### config.mk
export PLATFORM = sky130hd
export DESIGN_NAME = lfsr_rng_stream
export DESIGN_NICKNAME = d
export VERILOG_FILES = /design/src/rtl/rng_pkg.sv /design/src/rtl/lfsr_rng_stream_step.sv /design/src/rtl/lfsr_rng_stream.sv
export SDC_FILE = /design/constraint.sdc
export NUM_CORES = 1
export LEC_CHECK = 0
export ABC_CLOCK_PERIOD_IN_PS = 2300
export BUFFER_PORTS_ARGS = -buffer_cell sky130_fd_sc_hd__buf_4
export CAP_MARGIN = 10
export CORE_ASPECT_RATIO = 0.6
export CORE_UTILIZATION = 41
export CTS_CLUSTER_SIZE = 10
export DETAILED_ROUTE_END_ITERATION = 16
export PLACE_DENSITY = 0.71
export SLEW_MARGIN = 20
export SYNTH_ARGS = -nofsm -noshare
export SYNTH_HDL_FRONTEND = slang
export SYNTH_SLANG_ARGS = --single-unit
### constraint.sdc
create_clock -name clk -period 2.3 [get_ports clk]
set_input_delay 0.23 -clock clk [delete_from_list [all_inputs] [get_ports clk]]
set_output_delay 0.23 -clock clk [all_outputs]
set_load 0.01 [all_outputs]
### src/rtl/rng_pkg.sv
// Shared definitions for the LFSR random stream.
// Holds the default feedback masks per common width and the 32-bit word type.
package rng_pkg;

  typedef logic [31:0] rng_word_t;

  localparam logic [7:0]  TAPS_8  = 8'hB8;
  localparam logic [15:0] TAPS_16 = 16'hB400;
  localparam rng_word_t   TAPS_32 = 32'h80000057;

  // Default feedback mask for a width; unknown widths fall back to the MSB-only
  // mask, which keeps bit WIDTH-1 set but is not maximal length.
  function automatic logic [63:0] default_taps(input int w);
    case (w)
      8:       default_taps = 64'(TAPS_8);
      16:      default_taps = 64'(TAPS_16);
      32:      default_taps = 64'(TAPS_32);
      default: default_taps = 64'd1 << (w - 1);
    endcase
  endfunction

endpackage

### src/rtl/lfsr_rng_stream_step.sv
// lfsr_step_comb: purely combinational multi-step Fibonacci LFSR advance.
// Ports:
//   s     in   WIDTH  current state
//   next  out  WIDTH  state after STEPS single shifts
// One shift is {s[WIDTH-2:0], ^(s & TAPS)}; the loop unrolls STEPS of them.
module lfsr_step_comb
  import rng_pkg::*;
#(
  parameter int              WIDTH = 32,
  parameter logic [WIDTH-1:0] TAPS  = WIDTH'(default_taps(WIDTH)),
  parameter int              STEPS = 1
) (
  input  logic [WIDTH-1:0] s,
  output logic [WIDTH-1:0] next
);

  always_comb begin
    next = s;
    for (int i = 0; i < STEPS; i++) begin
      next = {next[WIDTH-2:0], ^(next & TAPS)};
    end
  end

endmodule

### src/rtl/lfsr_rng_stream.sv
// lfsr_rng_stream: Fibonacci-LFSR pseudo-random source with a valid/ready stream.
// Ports:
//   clk         in   1      clock
//   rstn        in   1      synchronous reset, active low
//   en          in   1      permit generation of new words
//   seed_valid  in   1      load seed this cycle (always accepted)
//   seed        in   WIDTH  new seed, stored with LSB forced to 1
//   out_valid   out  1      out_data holds an unconsumed word
//   out_ready   in   1      consumer accepts out_data when out_valid
//   out_data    out  WIDTH  random word
//   lockup      out  1      one-cycle pulse when an all-zero state is reloaded
//   word_cnt    out  CNT_W  words produced since reset/reseed, wraps
module lfsr_rng_stream
  import rng_pkg::*;
#(
  parameter int               WIDTH        = 32,
  parameter logic [WIDTH-1:0] TAPS         = WIDTH'(default_taps(WIDTH)),
  parameter int               STEPS        = 1,
  parameter rng_word_t        DEFAULT_SEED = 32'h1,
  parameter int               CNT_W        = 32
) (
  input  logic             clk,
  input  logic             rstn,
  input  logic             en,
  input  logic             seed_valid,
  input  logic [WIDTH-1:0] seed,
  output logic             out_valid,
  input  logic             out_ready,
  output logic [WIDTH-1:0] out_data,
  output logic             lockup,
  output logic [CNT_W-1:0] word_cnt
);

  // LSB forced high so the reload value can never itself be the lock-up state.
  localparam logic [WIDTH-1:0] RELOAD = WIDTH'(DEFAULT_SEED) | WIDTH'(1);

  logic [WIDTH-1:0] state_q, state_d;
  logic [WIDTH-1:0] data_q, data_d;
  logic             valid_q, valid_d;
  logic             lockup_q, lockup_d;
  logic [CNT_W-1:0] cnt_q, cnt_d;
  logic [WIDTH-1:0] next_state;
  logic             advance;

  lfsr_step_comb #(
    .WIDTH (WIDTH),
    .TAPS  (TAPS),
    .STEPS (STEPS)
  ) u_step (
    .s    (state_q),
    .next (next_state)
  );

  assign advance = en && (!valid_q || out_ready);

  always_comb begin
    state_d  = state_q;
    data_d   = data_q;
    valid_d  = valid_q;
    cnt_d    = cnt_q;
    lockup_d = 1'b0;
    if (seed_valid) begin
      // Reseed wins over everything, including a handshake in the same cycle.
      state_d = {seed[WIDTH-1:1], 1'b1};
      valid_d = 1'b0;
      cnt_d   = '0;
    end else if (advance) begin
      if (state_q == '0) begin
        state_d  = RELOAD;
        lockup_d = 1'b1;
        valid_d  = 1'b0;
      end else begin
        state_d = next_state;
        data_d  = next_state;
        valid_d = 1'b1;
        cnt_d   = cnt_q + CNT_W'(1);
      end
    end else if (valid_q && out_ready) begin
      valid_d = 1'b0;
    end
  end

  always_ff @(posedge clk) begin
    if (!rstn) begin
      state_q  <= '0;
      data_q   <= '0;
      valid_q  <= 1'b0;
      lockup_q <= 1'b0;
      cnt_q    <= '0;
    end else begin
      state_q  <= state_d;
      data_q   <= data_d;
      valid_q  <= valid_d;
      lockup_q <= lockup_d;
      cnt_q    <= cnt_d;
    end
  end

  assign out_valid = valid_q;
  assign out_data  = data_q;
  assign lockup    = lockup_q;
  assign word_cnt  = cnt_q;

endmodule
---- After elaboration in Yosys (flattened, before gate mapping) ----
Cells that the tools add are included.
word-level totals
  register bits ........................... 98
  bits in latches ......................... 0
  bits in writable memories ............... 0
  ROM bits ................................ 0
  output and inout port bits .............. 66
  logic and storage cells ................. 29
  memories ................................ 0
cells by class
  $add $sub $neg .......................... 1
  multipliers ............................. 0
  divide/modulo/power cells ............... 0
  $lt $le $gt $ge ......................... 0
  eq/ne operators ......................... 0
  shifts and indexed selects .............. 0
  mux-type cells .......................... 7
  bitwise gates (word level) .............. 4
  reduce and logical (&&, ||, !) cells .... 12
operator list
  operator               count
  $mux 32                3
  $add 32x1->32 const B  1
  $logic_not 32->1       1
  $reduce_xor 32->1      1
  $mux 1                 4
  $not 1->1              4
  $reduce_bool 2->1      2
  $reduce_and 3->1       1
  $reduce_or 3->1        1
  $logic_and 1x1->1      2
  $reduce_and 2->1       1
  $reduce_or 2->1        1
  $logic_not 1->1        1
  $logic_or 1x1->1       1

---- Depth between registers and ports, before layout ----
Gate-level depths: netlist of run 1.
  depth after elaboration ................. 5
  depth in mapped cells ................... 9

---- By module ----
A second synthesis of run 1 with hierarchy kept.
second synthesis, totals
  cells, all modules ...................... 491
  area total of the unflattened synthesis .. 4361.7 um2
by module, submodules not included
  module           times used  cells each  area an instance (um2)  sequential area each (um2)
  lfsr_rng_stream  1           456         4072.7                  1961.9
  lfsr_step_comb   1           35          289.0                   0.0

---- Worst setup path after synthesis of run 1 ----
OpenSTA, ideal clock, no wires.
  kind .................................... register -> register
  from .................................... register state_q[0]
  to ...................................... register cnt_q[23], in the netlist word_cnt[23]
  setup time .............................. 0.070 ns
  arrival ................................. 1.861 ns
  required time ........................... 2.230 ns
  slack ................................... 0.368 ns
  cell stages (with the launch flop) ...... 10
  buffers on the path ..................... 2
  cell sequence ........................... dfxtp_1 inv_1 ha_1 nor4b_1 nand4_1 clkbuf_1 o2111ai_1 buf_2 or3_1 a21oi_1
between the ends
  cells in the longest elaborated chain, start to end .. 3
ends and longest elaborated chain
  element                            RTL line               source
  start: declaration                 lfsr_rng_stream.sv:37  logic [WIDTH-1:0] state_q, state_d;
  start signal: assignment           lfsr_rng_stream.sv:91  state_q <= state_d;
  $logic_not 32->1                   lfsr_rng_stream.sv:68  if (state_q == '0) begin
  $not 1->1 (no source line)         --
  $reduce_and 2->1 (no source line)  --
  end signal: assignment             lfsr_rng_stream.sv:95  cnt_q <= cnt_d;
  end: declaration                   lfsr_rng_stream.sv:41  logic [CNT_W-1:0] cnt_q, cnt_d;
Every way passes these cells.
A chain may end at the register's enable or synchronous reset.

---- Final worst setup path of run 1 ----
  from .................................... register cnt_q[3], in the netlist word_cnt[3]
  to ...................................... register cnt_q[27], in the netlist word_cnt[27]
between the ends
  cells in the longest elaborated chain, start to end .. 1
ends and longest elaborated chain
  element        RTL line               source
  $add 32x1->32  lfsr_rng_stream.sv:76  cnt_d = cnt_q + CNT_W'(1);
Every way passes these cells.

==> results.toml, run 1 <==
[clock_tree]
cts-root-buf = "clkbuf_16"
cts.htree.levels = 3
insertion_delay_ps = 340
tritoncts = "built"
clk_path_buf_depth = 2
clkTransAtPathRegs_ps = 60
cts_sinks = 98
numCtsBuffers = 9

[synthesis]
ys_types = 39
synth_seq_cells = 98
synth_area_leaders = "dfxtp_1 49%, nand2_1 10%, a21oi_1 6.3%"
synth_warnings = 0
synth-main-ff-cell = "dfxtp_1"
synth-edff-count = 0
synth_area_um2 = 4039
synthCells = 492
yosysTopAreaCell = "dfxtp_1"
ys_seq_area_share_pct = 48.57
async_flop_share_pct = 0
synth_fp_nets = 531
syn_area_per_cell_um2 = 8.209
synth.top_cell.area_share_pct = 48.57

[routing]
wirelength_um = 11530
drcViolationCount = 0
first_pass_iters = 4
wl_per_cell_um = 15.74
vias = 4060
viasPerCell = 5.539
final_antenna_net_count = 0
drt-initial-drc-count = 423

[global_routing]
grt_max_degree = 63
grt_pass1_wl_um = 18110
met1_usage_pct = 33.78
track_usage_pct = 22.64
use_met3_pct = 5.795
grt-ovfl-total = 0
grt_pass1_vias = 3586
grt-busiest-layer = "met1"
antenna_found_initial = 0
grtUsageMet2_pct = 31.38

[die]
die_w_um = 130.1
die_height_um = 78.88
design.die.area_um2 = 10270
io_pins = 103
fp.coreArea_um2 = 9358
initial_core_util_pct = 43.16
placementRows = 27

[timing]
slew_viol_final = 0
min_period_ps = 2171
finalHoldWorstSlack_ps = 135.1
hold_viol = 0
tightest_slew_ps = 679.9
clock.fmax_ghz = 0.4607
timing.clock.skew_ps = 6.661
setup_viol = 0
rsz0062_at_grt = "false"
period_share_pct = 94.38
setup_slack_ps = 129.2
slew_headroom_pct = 54.53

[power_and_ir_drop]
p_leak_nw = 2.038
irDropWorstVdd_mv = 0.3617
power_mw = 3.546
powerDensity_nw_per_um2 = 666.1

[critical_path]
criticalPathCategory = "reg -> reg"
arrival_ps = 2440
crit_required_ps = 2570
cp_cell_sequence = "nand4_4 > nor4_4 > o2111ai_1 > buf_4 > or3_1 > a21oi_1"
cp_top_family = "simple AND/OR/NAND/NOR gates"
cp_max_fo = 11
path_buf_inv = 1
cp_slowest_cell = "dfxtp_1"
worst_setup_path_start_kind = "register"
worst_setup_path_end_kind = "register"
critical_path.max_stage_delay_ps = 510

[finish]
final_cells = 733
nNetsFinal = 637
antenna_cells = 0
area_growth_syn_to_layout_pct = 31.82
drive_gt1_share_pct = 24.71
final_util_pct = 56.89

[place]
portBuffers = 101
hpwl_um = 7880
place_inst = 715
routabilityCongestion = 0.8146
dp_slack_ps = -74.42

[outcome]
status = "completed"

[run]
maxCapViolations = 0

[min_path]
min_path_type = "in -> reg"
[repair_timing]
item,4_1_cts,5_1_grt
hold buffers,0,0
cloned,1,0
gates resized for setup,0,2
pin swaps,1,1
buffers inserted,0,1
setup endpoints to repair,15,39
[cells by family after synthesis]
group | synth area share, %
muxes | 0.2478
AOI/OAI and AO/OA | 17.29
xor gates and xnor gates | 3.253
and+or+nand+nor | 26.27
adders and majority gates | 0.6195
DFF | 48.57
buffers and inverters | 3.749
[flip-flops by register name, summed over array words and instances (netlist names)]
name	count
out_valid	1
lockup	1
state_q	32
word_cnt	32
out_data	32
[area by class of cell]
| type | instances | area [µm²] |
|---|---|---|
| sequential | 98 | 1962 |
| clock buffer | 12 | 246.5 |
| clock inverter | 4 | 27.53 |
| tap | 130 | 162.7 |
| multi-input combinational | 356 | 1964 |
| timing repair buffer | 123 | 923.4 |
| fill | 867 | 4034 |
| inverter | 10 | 37.54 |
[worst paths after layout]
check,slack (ps),depth (start not counted),to,from
setup / recovery,130,6,word_cnt[27],word_cnt[3]
setup reg to reg,130,6,word_cnt[27],word_cnt[3]
hold / removal,140,2,out_data[0],rstn
hold reg to reg,460,2,out_data[17],out_data[17]
[per-stage QoR]
| stage | instance area, µm² | setup TNS, ps |
|---|---|---|
| after floorplan | 4039 | 0 |
| after global placement | 5016 | 0 |
| after detailed placement | 5016 | -759.5 |
| after CTS | 5303 | 0 |
| after global routing | 5324 | 0 |
| final | 5324 | 0 |
[per-layer routing]
metal | vias up | share of wire, %
met5 | - | 0
met4 | 0 | 0.72
met3 | 11 | 8.1
met2 | 170 | 42
met1 | 1917 | 49
li1 | 1962 | -
[synthesized netlist by cell type, types with 3 or more instances]
cell and number:
nor4_1 8, o21ai_0 9, xnor2_1 4, clkbuf_1 25
a31oi_1 31, buf_2 4, or3_1 18, o211ai_1 3
a21oi_1 51, nand4_1 5, and4_1 5, xor2_1 11
inv_1 8, o2111ai_1 5, nand2_1 111, nor3_1 4
nand3_1 39, and2_1 3, dfxtp_1 98, nor2_1 16
o21ai_1 9
[cell usage in the layout, fill, tap and decap left out, types with 4 or more instances in the layout]
| cell | instances |
|---|---|
| buf_4 | 123 |
| nand2_1 | 111 |
| dfxtp_1 | 98 |
| a21oi_1 | 51 |
| nand3_1 | 39 |
| a31oi_1 | 31 |
| or3_1 | 18 |
| nor2_1 | 16 |
| xor2_1 | 11 |
| o21ai_0 | 9 |
| o21ai_1 | 9 |
| clkbuf_16 | 9 |
| inv_1 | 8 |
| nor4_1 | 8 |
| and4_1 | 5 |
| nand4_1 | 5 |
| nor3_1 | 4 |
| xnor2_1 | 4 |
| o2111ai_1 | 4 |
[where the power goes]
part	switching, mW	total (mW)	leakage [nW]	internal (mW)
Clock	0.645	1.41	0.125	0.762
Combinational	0.204	0.352	1.12	0.148
Sequential	0.0389	1.79	0.797	1.75
Total	0.888	3.55	2.04	2.66
Power figures use the tool's default switching activity.
==> run 2: changes to the inputs <==
--- a/config.mk
+++ b/config.mk
@@ -12,7 +12,7 @@
 export CORE_UTILIZATION = 41
 export CTS_CLUSTER_SIZE = 10
 export DETAILED_ROUTE_END_ITERATION = 16
-export PLACE_DENSITY = 0.71
+export PLACE_DENSITY_LB_ADDON = 0.08
 export SLEW_MARGIN = 20
 export SYNTH_ARGS = -nofsm -noshare
 export SYNTH_HDL_FRONTEND = slang
==> run 2 against run 1 <==
Wire length decreased by 5.6%. Maximum frequency increased by 2.4%. Worst hold slack got worse by 3.3 ps. Via count decreased by 3.9%. Flip-flop and latch count unchanged. Utilization decreased by 0.12 points. Clock skew increased by 2.8 ps. Clock power increased by 11%. Register-to-register slack improved by 50 ps. Critical path type unchanged. Critical endpoint is now word_cnt[23]. Largest cell class is now flip-flops and latches.
==> results.toml, run 2 (synthesis results as in run 1) <==
[power_and_ir_drop]
power_frac_clock_pct = 42.7
p_leak_nw = 2.042
netSwitchingPower_uw = 893.6
power_mw = 3.686
p_int_mw = 2.793
powerDensity_nw_per_um2 = 693.9
irDropWorstVdd_mv = 0.5067
seqPwrFrac_pct = 48.5
combPwrFrac_pct = 8.8
switching_share_pct = 24.24

[finish]
area_growth_syn_to_layout_pct = 31.54
drive_gt1_share_pct = 24.41
antenna_cells = 0
nNetsFinal = 632
layout_commonest_cell = "buf_4"
fill_cells = 892
final_cell_mix = "119 x buf_4, 111 x nand2_1, 98 x dfxtp_1"

[critical_path]
worst_setup_path_end_kind = "register"
worst_setup_path_start_kind = "register"
arrival_ps = 2400
cp_max_fo = 11
r2r_setup_slack_ps = 180
criticalPathCategory = "reg -> reg"
crit_required_ps = 2580
r2r_cells = 6

[global_routing]
grt_pass1_wl_um = 17070
grt_pass1_vias = 3353
track_usage_pct = 21.86
grt_max_degree = 63
antenna_found_initial = 0
grt-ovfl-total = 0

[die]
design.die.area_um2 = 10270
placementRows = 27
io_pins = 103
die_height_um = 78.88
die_w_um = 130.1
initial_core_util_pct = 43.16
fp.coreArea_um2 = 9358

[timing]
min_period_ps = 2120
clock.fmax_ghz = 0.4716
rsz0062_at_grt = "false"
tns_ps = 0
slew_headroom_pct = 57.57
tightest_slew_ps = 636.4
period_share_pct = 92.18
setup_viol = 0
timing.clock.skew_ps = 9.446
hold_viol = 0
slew_viol_final = 0

[routing]
first_pass_iters = 4
wirelength_um = 10890
wl_per_cell_um = 14.96
viasPerCell = 5.361
drcViolationCount = 0
vias = 3903
final_antenna_net_count = 0
drt-initial-drc-count = 236

[clock_tree]
tritoncts = "built"
cts.htree.levels = 3
cts_sinks = 98
numCtsBuffers = 9
clk_path_buf_depth = 2
cts-root-buf = "clkbuf_16"
insertion_delay_ps = 350
clkTransAtPathRegs_ps = 70

[min_path]
hold_path_depth = 2
min_path_type = "in -> reg"

[run]
maxCapViolations = 0

[outcome]
status = "completed"

[place]
routabilityCongestion = 0.8459
hpwl_um = 7610
portBuffers = 101
==> run 2: path summary, 6_finish.rpt <==
path                      from            to
setup / recovery   word_cnt[5]  word_cnt[23]
hold / removal            rstn   out_data[0]
setup reg to reg   word_cnt[5]  word_cnt[23]
hold reg to reg   out_data[16]  out_data[16]
==> run 2: power groups by stage <==
| stage | Combinational, mW | Sequential [mW] | Clock [mW] |
|---|---|---|---|
| floorplan | 0.179 | 1.82 | 0 |
| global placement | 0.323 | 1.82 | 0 |
| detailed placement | 0.327 | 1.82 | 0 |
| CTS | 0.327 | 1.79 | 1.60 |
| global route | 0.360 | 1.79 | 1.67 |
| finish | 0.325 | 1.79 | 1.57 |
==> run 2: area by class of cell <==
class | instances | area [µm²] | share of cell area (%)
Clock buffer | 11 | 252.7 | 4.757
Clock inverter | 5 | 60.06 | 1.130
Inverter | 10 | 37.54 | 0.7065
Multi-Input combinational cell | 355 | 1944 | 36.60
Sequential cell | 98 | 1962 | 36.93
Tap cell | 130 | 162.7 | 3.062
Timing Repair Buffer | 119 | 893.4 | 16.82
==> run 2: per-stage QoR <==
| stage | cells | area (µm²) | utilization (%) | hold slack, ps | setup WS [ps] |
|---|---|---|---|---|---|
| 4_1_cts | 728 | 5306 | 56.71 | 129.2 | 186.8 |
| 2_1_floorplan | 492 | 4039 | - | 347.5 | 368.4 |
| 6_report | 728 | 5313 | 56.77 | 131.8 | 179.8 |
| 3_3_place_gp | 712 | 4994 | 53.36 | 445.1 | 264.0 |
| 5_1_grt | 728 | 5313 | 56.77 | 141.5 | 14.00 |
| 3_5_place_dp | 712 | 4994 | 53.36 | 447.7 | 200.9 |
==> run 2: worst max-delay path, stage by stage, from the launching register on <==
cell and delay (ps):
dfxtp_1 460, nand4_4 240, nor4_4 410, o2111ai_1 210, buf_4 220, or3_1 360, a21oi_1 160
==> run 2: routing by layer <==
layer	global-route usage (%)	up-vias	wire, µm
met2	29.57	131	4319
met5	0	-	0
li1	-	1954	-
met1	32.43	1812	5749
met4	4.186	0	69
met3	8.221	6	751
==> run 2: what timing repair did <==
| item | 4_1_cts | 5_1_grt |
|---|---|---|
| resized for setup | 0 | 1 |
| setup endpoints to repair | 0 | 2 |
| hold buffers | 0 | 0 |
| buffers inserted | 0 | 0 |
==> run 3: changes to the inputs <==
--- a/config.mk
+++ b/config.mk
@@ -6,12 +6,12 @@
 export NUM_CORES = 1
 export LEC_CHECK = 0
 export ABC_CLOCK_PERIOD_IN_PS = 2300
-export BUFFER_PORTS_ARGS = -buffer_cell sky130_fd_sc_hd__buf_4
 export CAP_MARGIN = 10
 export CORE_ASPECT_RATIO = 0.6
 export CORE_UTILIZATION = 41
 export CTS_CLUSTER_SIZE = 10
 export DETAILED_ROUTE_END_ITERATION = 16
+export DONT_BUFFER_PORTS = 1
 export PLACE_DENSITY_LB_ADDON = 0.08
 export SLEW_MARGIN = 20
 export SYNTH_ARGS = -nofsm -noshare
==> run 3 against run 2 <==
Non-clock buffer count fell by 91. Clock power rose by 11%. Die area did not move. Sequential share of layout area rose by 4.9 points. Final area fell by 12%. Utilization fell by 6.7 points.
==> results.toml, run 3 (synthesis results as in run 1) <==
[critical_path]
crit_required_ps = 2570
path_buf_inv = 1
worst_setup_path_end_kind = "register"
worst_setup_path_start_kind = "register"
criticalPathCategory = "reg -> reg"
cp_cell_sequence = "and4_1 > and4_1 > o2111ai_1 > buf_4 > or3_1 > a21oi_1"
cp_common_cell = "and4_1"
cp_max_fo = 11
cp_top_family = "simple AND/OR/NAND/NOR gates"
critical_path.max_stage_delay_ps = 460
cp_slowest_cell = "dfxtp_1"
arrival_ps = 2380

[power_and_ir_drop]
power_frac_clock_pct = 46.1
switching_share_pct = 22.84
combPwrFrac_pct = 6.8
irDropWorstVdd_mv = 0.3963
p_leak_nw = 1.587
p_int_mw = 2.936
seqPwrFrac_pct = 47.1
netSwitchingPower_uw = 869.2
powerDensity_nw_per_um2 = 811.4

[die]
io_pins = 103
initial_core_util_pct = 43.16
design.die.area_um2 = 10270
die_w_um = 130.1
fp.coreArea_um2 = 9358
placementRows = 27
die_height_um = 78.88

[routing]
wirelength_um = 10740
final_antenna_net_count = 0
vias = 3577
wl_met1_um = 5530
wl_per_cell_um = 16.84
viasPerCell = 5.607
first_pass_iters = 5
drt-initial-drc-count = 206
dr_wl_met3_um = 901
drcViolationCount = 0
wl_met2_um = 4210
top_layer_used = "met4"

[global_routing]
grt_max_degree = 37
antenna_found_initial = 0
grt-ovfl-total = 0
grt_pass1_wl_um = 17220
grt_pass1_vias = 3412
track_usage_pct = 21.88

[place]
place_inst = 619
hpwl_um = 7437
routabilityCongestion = 0.8475
portBuffers = 0

[clock_tree]
numCtsBuffers = 9
clkTransAtPathRegs_ps = 70
insertion_delay_ps = 340
cts.htree.levels = 3
cts-root-buf = "clkbuf_16"
clk_path_buf_depth = 2
cts_sinks = 98
tritoncts = "built"

[timing]
clock.fmax_ghz = 0.4738
slew_viol_final = 0
rsz0062_at_grt = "false"
tns_ps = 0
slew_headroom_pct = 60.81
hold_viol = 0
tightest_slew_ps = 585.9
period_share_pct = 91.76
timing.clock.skew_ps = 8.443
setup_viol = 0
min_period_ps = 2111

[outcome]
status = "completed"

[finish]
final_cell_mix = "111 x nand2_1, 98 x dfxtp_1, 51 x a21oi_1"
area_growth_syn_to_layout_pct = 16.11
layout_commonest_cell = "nand2_1"
drive_gt1_share_pct = 10.83
final_cells = 638
nNetsFinal = 542
antenna_cells = 0

[run]
maxCapViolations = 0

[min_path]
min_path_type = "in -> reg"
[run 3: cell count changes in the layout (fill, tap and decap cells not counted), sizes merged]
cell,previous run,this run
a211oi,1,2
buf,119,27
bufinv,1,3
clkbuf,11,10
clkinv,2,1
dlygate4sd3,0,1
[run 3: stage by stage]
| step | hold WS, ps | power, mW | cell area (µm²) | util (%) | setup WS [ps] |
|---|---|---|---|---|---|
| after floorplan | 347.5 | 2.003 | 4039 | - | 368.4 |
| after global placement | 349.3 | 2.082 | 4295 | 45.90 | 44.99 |
| after detailed placement | 354.0 | 2.083 | 4295 | 45.90 | 1.299 |
| after CTS | 8.647 | 3.835 | 4668 | 49.89 | 180.5 |
| after global routing | 15.09 | 3.940 | 4690 | 50.11 | 36.70 |
| final | 20.63 | 3.805 | 4690 | 50.11 | 189.5 |
[run 3: worst paths after layout]
| kind | startpoint | end | slack [ps] | cells after the start |
|---|---|---|---|---|
| worst min-delay path | rstn | state_q[0] | 20 | 2 |
| worst max register to register | word_cnt[12] | word_cnt[31] | 190 | 6 |
| worst min register to register | out_data[15] | out_data[15] | 500 | 2 |
| worst max-delay path | word_cnt[12] | word_cnt[31] | 190 | 6 |
[run 3: power groups by stage]
stage               Clock (mW)  Combinational (mW)  Sequential [mW]
global route              1.85               0.290             1.80
detailed placement           0               0.252             1.83
CTS                       1.78               0.258             1.79
finish                    1.75               0.260             1.79
floorplan                    0               0.179             1.82
global placement             0               0.250             1.83
[run 3: timing repair]
item / 4_1_cts / 5_1_grt
cloned: 1 / 0
hold buffers: 1 / 0
hold endpoints to repair: 1 / 0
setup buffers: 0 / 1
pin swaps: 1 / 1
resized for setup: 0 / 2
endpoints found under the setup margin: 14 / 4
[run 3: per-layer routing]
| metal | global-route usage [%] | vias up |
|---|---|---|
| met1 | 31.65 | 1685 |
| met4 | 5.581 | 0 |
| li1 | - | 1768 |
| met2 | 30.05 | 114 |
| met3 | 8.019 | 10 |
| met5 | 0 | - |
[run 3: final cells by class]
type / count / area (µm²)
fillers: 930 / 4668
well taps: 130 / 162.7
flip-flops and latches: 98 / 1962
clock buffers: 10 / 239.0
repair buffers: 28 / 212.7
multi-input cells: 356 / 1964
clock inverters: 6 / 111.4
inverters: 10 / 37.54
